### config.mk
export PLATFORM = sky130hd
export DESIGN_NAME = screen_scanner
export DESIGN_NICKNAME = d
export VERILOG_FILES = /design/src/rtl/screen_pkg.sv /design/src/rtl/screen_word_shifter.sv /design/src/rtl/screen_scanner.sv
export SDC_FILE = /design/constraint.sdc
export NUM_CORES = 1
export LEC_CHECK = 0
export CAP_MARGIN = 20
export CORE_MARGIN = 1
export CORE_UTILIZATION = 49
export CTS_CLUSTER_DIAMETER = 150
export CTS_CLUSTER_SIZE = 24
export DETAILED_ROUTE_END_ITERATION = 10
export GPL_TIMING_DRIVEN = 1
export PLACE_DENSITY = 0.71
export SETUP_SLACK_MARGIN = 0.4
export SLEW_MARGIN = 40
export SYNTH_ARGS = -nofsm -noshare
export SYNTH_HDL_FRONTEND = slang
export SYNTH_SLANG_ARGS = --single-unit
export TNS_END_PERCENT = 30
### constraint.sdc
create_clock -name clk -period 2.8 [get_ports clk]
set_input_delay 0.56 -clock clk [delete_from_list [all_inputs] [get_ports clk]]
set_output_delay 0.56 -clock clk [all_outputs]
set_load 0.01 [all_outputs]
### src/rtl/screen_pkg.sv
// Shared constants and scan-state type for the 512x256 mono screen scanner.
// Feature macro: SCREEN_SCAN_FRAME_CNT_EN (adds frame_cnt output).
package screen_pkg;

  localparam int SCREEN_WORDS  = 8192;
  localparam int WORDS_PER_ROW = 32;
  localparam int ROWS          = 256;
  localparam int PIX_PER_WORD  = 16;

  typedef enum logic {
    S_IDLE = 1'b0,
    S_RUN  = 1'b1
  } scan_state_t;

endpackage

### src/rtl/screen_word_shifter.sv
// Holds the 16-bit word being emitted, LSB first, with pixel index.
// Feature macro: SCREEN_SCAN_FRAME_CNT_EN (not used here).
module screen_word_shifter
  import screen_pkg::*;
(
  input  logic        clk,
  input  logic        rst_n,
  input  logic        i_clear,
  input  logic        i_load,
  input  logic [15:0] i_word,
  input  logic        i_shift,
  output logic        o_valid,
  output logic        o_bit,
  output logic [3:0]  o_idx,
  output logic        o_last
);

  logic [15:0] r_sr;
  logic [3:0]  r_idx;
  logic        r_valid;

  // Load a new word, or step to the next pixel on each accepted transfer.
  always_ff @(posedge clk or negedge rst_n) begin
    if (!rst_n) begin
      r_sr    <= '0;
      r_idx   <= '0;
      r_valid <= 1'b0;
    end else if (i_clear) begin
      r_sr    <= '0;
      r_idx   <= '0;
      r_valid <= 1'b0;
    end else if (i_load) begin
      r_sr    <= i_word;
      r_idx   <= '0;
      r_valid <= 1'b1;
    end else if (i_shift && r_valid) begin
      if (o_last) begin
        r_sr    <= '0;
        r_idx   <= '0;
        r_valid <= 1'b0;
      end else begin
        r_sr  <= r_sr >> 1;
        r_idx <= r_idx + 4'd1;
      end
    end
  end

  assign o_valid = r_valid;
  assign o_bit   = r_valid & r_sr[0];
  assign o_idx   = r_idx;
  assign o_last  = (r_idx == 4'(PIX_PER_WORD - 1));

endmodule

### src/rtl/screen_scanner.sv
// Scans screen memory into a 1-bit pixel stream, one pixel per cycle.
// Feature macro: SCREEN_SCAN_FRAME_CNT_EN (adds frame_cnt output).
module screen_scanner
  import screen_pkg::*;
#(
  parameter int ADDR_W = 13
) (
  input  logic              clk,
  input  logic              rst_n,
  input  logic              enable,
  output logic              mem_rd,
  output logic [ADDR_W-1:0] mem_addr,
  input  logic [15:0]       mem_data,
  output logic              pix_valid,
  input  logic              pix_ready,
  output logic              pix_data,
  output logic              pix_sof,
  output logic              pix_eol
`ifdef SCREEN_SCAN_FRAME_CNT_EN
  ,
  output logic [15:0]       frame_cnt
`endif
);

  localparam int COL_W = $clog2(WORDS_PER_ROW);
  localparam logic [ADDR_W-1:0] LAST_ADDR =
    ADDR_W'(SCREEN_WORDS - 1);
  localparam logic [ADDR_W-1:0] LAST_WORD =
    ADDR_W'(ROWS * WORDS_PER_ROW - 1);
  localparam logic [COL_W-1:0] LAST_COL =
    COL_W'(WORDS_PER_ROW - 1);

  scan_state_t r_state;
  scan_state_t w_next;

  logic [ADDR_W-1:0] r_addr;
  logic [ADDR_W-1:0] r_word;
  logic              r_pend;
  logic [15:0]       r_buf;
  logic              r_buf_v;

  logic        w_sh_valid;
  logic        w_sh_bit;
  logic [3:0]  w_sh_idx;
  logic        w_sh_last;
  logic        w_xfer;
  logic        w_sh_free;
  logic        w_ret;
  logic        w_frame_end;
  logic        w_stop;
  logic        w_sh_load;
  logic [15:0] w_sh_word;

  assign w_xfer      = w_sh_valid & pix_ready;
  assign w_sh_free   = ~w_sh_valid | (w_xfer & w_sh_last);
  assign w_ret       = r_pend;
  assign w_frame_end = w_xfer & w_sh_last & (r_word == LAST_WORD);
  assign w_stop      = (r_state == S_RUN) & w_frame_end & ~enable;
  assign w_sh_load   = ~w_stop & w_sh_free & (r_buf_v | w_ret);
  assign w_sh_word   = r_buf_v ? r_buf : mem_data;

  screen_word_shifter u_shifter (
    .clk     (clk),
    .rst_n   (rst_n),
    .i_clear (w_stop),
    .i_load  (w_sh_load),
    .i_word  (w_sh_word),
    .i_shift (w_xfer),
    .o_valid (w_sh_valid),
    .o_bit   (w_sh_bit),
    .o_idx   (w_sh_idx),
    .o_last  (w_sh_last)
  );

  // Scan state register.
  always_ff @(posedge clk or negedge rst_n) begin
    if (!rst_n) r_state <= S_IDLE;
    else        r_state <= w_next;
  end

  // Next state and read strobe: fetch when the prefetch slot frees up.
  always_comb begin
    w_next = r_state;
    mem_rd = 1'b0;
    unique case (r_state)
      S_IDLE: begin
        if (enable) w_next = S_RUN;
      end
      S_RUN: begin
        mem_rd = ~r_pend & (~r_buf_v | w_sh_free) & ~w_stop;
        if (w_stop) w_next = S_IDLE;
      end
      default: w_next = S_IDLE;
    endcase
  end

  // Read address, outstanding flag, word position and prefetch buffer.
  always_ff @(posedge clk or negedge rst_n) begin
    if (!rst_n) begin
      r_addr  <= '0;
      r_word  <= '0;
      r_pend  <= 1'b0;
      r_buf   <= '0;
      r_buf_v <= 1'b0;
    end else if (w_stop) begin
      r_addr  <= '0;
      r_word  <= '0;
      r_pend  <= 1'b0;
      r_buf_v <= 1'b0;
    end else begin
      r_pend <= mem_rd;
      if (mem_rd)
        r_addr <= (r_addr == LAST_ADDR) ? '0 : r_addr + 1'b1;
      if (w_xfer && w_sh_last)
        r_word <= (r_word == LAST_WORD) ? '0 : r_word + 1'b1;
      if (w_sh_free && r_buf_v) begin
        r_buf_v <= w_ret;
        if (w_ret) r_buf <= mem_data;
      end else if (w_ret && !w_sh_free) begin
        r_buf_v <= 1'b1;
        r_buf   <= mem_data;
      end
    end
  end

  assign mem_addr  = r_addr;
  assign pix_valid = w_sh_valid;
  assign pix_data  = w_sh_bit;
  assign pix_sof   = w_sh_valid & (r_word == '0) & (w_sh_idx == 4'd0);
  assign pix_eol   = w_sh_valid & w_sh_last &
                     (r_word[COL_W-1:0] == LAST_COL);

`ifdef SCREEN_SCAN_FRAME_CNT_EN
  logic [15:0] r_frame_cnt;

  // Count completed frames (final pixel accepted).
  always_ff @(posedge clk or negedge rst_n) begin
    if (!rst_n)           r_frame_cnt <= '0;
    else if (w_frame_end) r_frame_cnt <= r_frame_cnt + 16'd1;
  end

  assign frame_cnt = r_frame_cnt;
`endif

endmodule

Word-level counts from Yosys, hierarchy flattened
Index checks and enable logic that the tools add are counted.

Register bits: 66. Bits of input ports: 20. Word-level logic and storage cells: 85.

Add/sub/neg operators: 3. Equal/unequal tests: 5. Mux-type cells: 30. Bitwise logic cells: 23. Reductions and logical operators: 15.

Operators with widths (number): 2-to-1 mux 16 bit (7); 2-to-1 mux 13 bit (6); adder 13 x 1 -> 13 bit, second input constant (2); == test 13 bit, second input constant (2); 2-to-1 mux 4 bit (4); 2-to-1 mux 15 bit (1); AND 1 bit (14); logical NOT 13 bit (1); 2-to-1 mux 1 bit (11); nonzero test 3 bit (3); inverter 1 bit (6); nonzero test 2 bit (3); == test 5 bit, second input constant (1); adder 4 x 1 -> 4 bit, second input constant (1); == test 4 bit, second input constant (1); logical AND 1 bit (4); logical NOT 4 bit (1); bitwise OR 1 bit (3); AND reduction 3 bit (1); inequality test 2 bit, second input constant (1); case mux 1 bit (2 select lines) (1); AND reduction 2 bit (1); logical NOT 1 bit (1).

Depth between registers and ports, before layout
Depth after elaboration: 10. Gate-level depth with buffers: 8. Depth with buffers taken out: 6.

By module
Synthesis repeated with hierarchy kept, for this count alone.

Cell total of the unflattened synthesis: 335. Area total of the unflattened synthesis: 3626.0 sq um.

Modules (own cells, without submodules): screen_scanner (instances 1, cells an instance 234, area an instance 2526.2 sq um); screen_word_shifter (instances 1, cells an instance 101, area an instance 1099.8 sq um).

Least setup slack after synthesis
OpenSTA, ideal clock, no wires.

Path kind: register to output. From: register u_shifter.r_idx[0] (netlist: u_shifter.o_idx[0]). To: output port mem_rd. Data arrival time: 1.606 ns. Slack: 0.634 ns. Stages on the path, launching flop included: 8. Path through: dfrtp_1 > ha_1 > nand3_1 > nor3_2 > and3_1 > buf_2 > buf_2 > nor2_1.

Cells in the longest elaborated chain, start to end: 8. Elaborated cells on any way between the ends: 11. Classes of those cells: 1 x eq/ne; 1 x mux; 9 x bitwise.

Ends and longest elaborated chain: start, declared (line screen_word_shifter.sv:19) `logic [3:0] r_idx;`; start signal, assigned (line screen_word_shifter.sv:43) `r_idx <= r_idx + 4'd1;`; == test 4 bit (*) (line screen_word_shifter.sv:51) `assign o_last = (r_idx == 4'(PIX_PER_WORD - 1));`; AND 1 bit (*) (line screen_scanner.sv:55, screen_scanner.sv:57); AND 1 bit (line screen_scanner.sv:57) `assign w_frame_end = w_xfer & w_sh_last & (r_word == LAST_WORD);`; AND 1 bit (2 in a row) (line screen_scanner.sv:58) `assign w_stop = (r_state == S_RUN) & w_frame_end & ~enable;`; inverter 1 bit (no source line); AND 1 bit (*) (line screen_scanner.sv:90) `mem_rd = ~r_pend & (~r_buf_v | w_sh_free) & ~w_stop;`; 2-to-1 mux 1 bit (*) (line screen_scanner.sv:85) `unique case (r_state)`; end, declared (line screen_scanner.sv:11) `output logic mem_rd,`.

Every way passes the cells marked *; elsewhere a longest branch is shown, timed or not.

Worst setup path in the final report
From: register r_word[0]. To: output port pix_eol.

Cells in the longest elaborated chain, start to end: 2.

Ends and longest elaborated chain: start, declared (line screen_scanner.sv:37) `logic [ADDR_W-1:0] r_word;`; start signal, assigned (line screen_scanner.sv:115) `r_word <= (r_word == LAST_WORD) ? '0 : r_word + 1'b1;`; == test 5 bit (line screen_scanner.sv:131) `(r_word[COL_W-1:0] == LAST_COL);`; AND 1 bit (line screen_scanner.sv:130) `assign pix_eol = w_sh_valid & w_sh_last &`; end, declared (line screen_scanner.sv:18) `output logic pix_eol`.

Every way passes these cells.

==> metrics.cfg <==
[outcome]
status = finished, violations left
violations = DRC

[synth]
yosysUniqueCellTypes = 48
yosysTopAreaCellShare = 0.499
synth_seq_cells = 66
syn_avg_cell_area_sq_um = 10.6
yosys_warnings = 0
synthTopCellsByArea = dfrtp_1, mux2i_1, o21ai_0
yosysMostFrequentCell = dfrtp_1
syn-instance-count = 313
ys_top_cells_by_count = dfrtp_1, o21ai_0, nor2_1, nand2_1, a22oi_1
synth_edf_count = 0
synthesis.area_sq_um = 3310
synthArstFlopShare = 1.00
synth_nets = 339
yosys.area.top_type = dfrtp_1
yosys_most_used_dff = dfrtp_1
ys_seq_area_frac = 0.499

[floorplanning]
die_x_um = 84.2
coreArea_sq_um = 6420
fp-row-count = 29
initial_utilization = 0.516
io-pin-count = 38
die_h_um = 84.2
die_area_sq_um = 7090

[timing]
setup_tns_ns = 0
timing.fmax_mhz = 420
fin_crit_sh = 0.851
holdWs_ns = 0.250
tightest_slew_ns = 0.699
drv_slew = 0
fin_crit_ns = 2.38
fin_worst_skew_ns = 0.0101
rsz0062_at_grt = yes
slew_headroom = 0.530
setup_viol = 0
hold_viol = 0

[placement]
post-dp-hpwl_um = 4730
post_dp_cell_area_sq_um = 3820
numPortBuffers = 37
gp_congestion = 0.842

[global_route]
grt_max_degree = 39
grt_use_total = 0.214
grt_pass1_vias = 2548
grt-ovfl-total = 0
grt_antenna_before_repair = 0
grt_use_met1 = 0.282
use_met3 = 0.0541
busiest_layer = met2
grt_use_met2 = 0.344
grt_pass1_wl_um = 11900

[critical_path]
worstSetupPathType = flip-flop to output pin
required_ns = 2.24
startpoint_type = flip-flop
cp-end-kind = output pin
reg2reg_depth = 7
timing.rr.start = u_shifter.o_idx[1]
crit_fanout = 3
arrival_ns = 1.82
timing.rr.end = r_buf[15]
r2r_slack_ns = 0.66

[cts]
insertion_delay_ns = 0.35
ctsRootBufferMaster = clkbuf_8
cts_max_level = 3
cts_tree = done
clkTransAtPathRegs_ns = 0.08
clock-sinks = 66
ctsLongestPathBuffers = 2
cts_buffers = 9

[routing]
route.antenna.remaining_nets = 0
vias_per_cell = 5.75
drtPass1Iterations = 8
drt_wl_total_um = 6890
wl_per_cell_um = 15.4
drt_iter0_markers = 149
drc = 4
vias = 2575

[worst_hold_path]
hp-class = primary input to async pin

[pwr]
p_per_area_nw_per_um2 = 898
irDropWorstVdd_uv = 645
p_leak_nw = 1.89
power_w = 0.00371

[final_layout]
insertedDiodeCount = 0
drive_gt1_frac = 0.173
syn2layout_area_growth_pct = 24.7
nets = 392
fin_area_sq_um = 4130

[flow_run]
drv_cap = 0

[repair_timing]
action | 4_1_cts | 5_1_grt
setup endpoints to repair | 3 | 10
resized for setup | 6 | 6
gates cloned | 0 | 0
hold buffers | 0 | 0
buffers inserted | 2 | 3
pin swaps | 0 | 3
[per-stage QoR]
step,instances,util,setup WS [ns]
detailed placement,427,0.595,0.0285
global placement,427,0.594,0.0285
CTS,445,0.639,0.245
floorplan,313,-,0.634
finish,448,0.643,0.418
global route,448,0.643,0.332
[layout make-up]
type                    instances  area, sq um
repair buffers                 54          500
well taps                      77         96.3
inverters                       6         22.5
flip-flops and latches         66         1650
clock inverters                 6          114
clock buffers                  10          138
fillers                       533         2290
multi-input cells             229         1610
[state kept, by name, summed over array words and instances (netlist names)]
signal,flops
r_buf,16
u_shifter.r_sr,16
mem_addr,13
r_word,13
u_shifter.o_idx,4
r_buf_v,1
r_pend,1
r_state,1
u_shifter.o_valid,1
[report_power, final]
part / switching, W / internal [W]
Combinational: 0.000541 / 0.000635
Clock: 0.000390 / 0.000617
Sequential: 0.000261 / 0.00127
Total: 0.00119 / 0.00252
[metal layers]
| layer | wire length [um] | vias to the layer above |
|---|---|---|
| met4 | 102 | 0 |
| met3 | 345 | 11 |
| met1 | 3160 | 1265 |
| met5 | 0 | - |
| met2 | 3280 | 55 |
| li1 | - | 1244 |
[cell usage in the layout (no fill, tap or decap), drive strengths merged, types with 3 or more instances in the layout]
cell type,synthesis,routed
dfrtp,66,66
nand2,20,20
a22oi,18,18
xor2,7,7
and3,10,10
nand4,11,11
o21ai,33,33
and2,4,4
mux2i,16,16
or3,3,3
inv,6,6
a21oi,10,10
mux2,17,17
nor3,6,6
ha,6,6
buf,7,18
nand3,13,13
bufinv,0,3
xnor2,4,4
nor2,26,26
nor4b,3,3
clkdlybuf4s50,0,32
clkbuf,5,11
and4,3,3
nor4,4,4
[worst max-delay path by stage]
stage | startpoint | end | slack [ns] | depth (start not counted)
after floorplan | u_shifter.o_idx[0] | mem_rd | 0.63 | 7
after global placement | pix_ready | r_buf[12] | 0.03 | 6
after detailed placement | pix_ready | mem_rd | 0.03 | 6
after CTS | u_shifter.o_valid | pix_sof | 0.24 | 3
after global routing | r_word[0] | pix_eol | 0.33 | 5
final | r_word[0] | pix_eol | 0.42 | 5
[critical path, cell delays in order, from the launching register on]
cell and delay (ns):
dfrtp_1 0.39, ha_1 0.23, and3_1 0.23, ha_1 0.19, and3_1 0.16, dlygate4sd2_1 0.28
[kinds of logic after synthesis]
logic type / share of synthesized area
flops: 0.499
fa+ha+maj: 0.0227
buf+inv: 0.0253
simple gates: 0.182
compound gates: 0.125
xor+xnor: 0.0291
mux: 0.116
(Power assumes the default switching activity.)
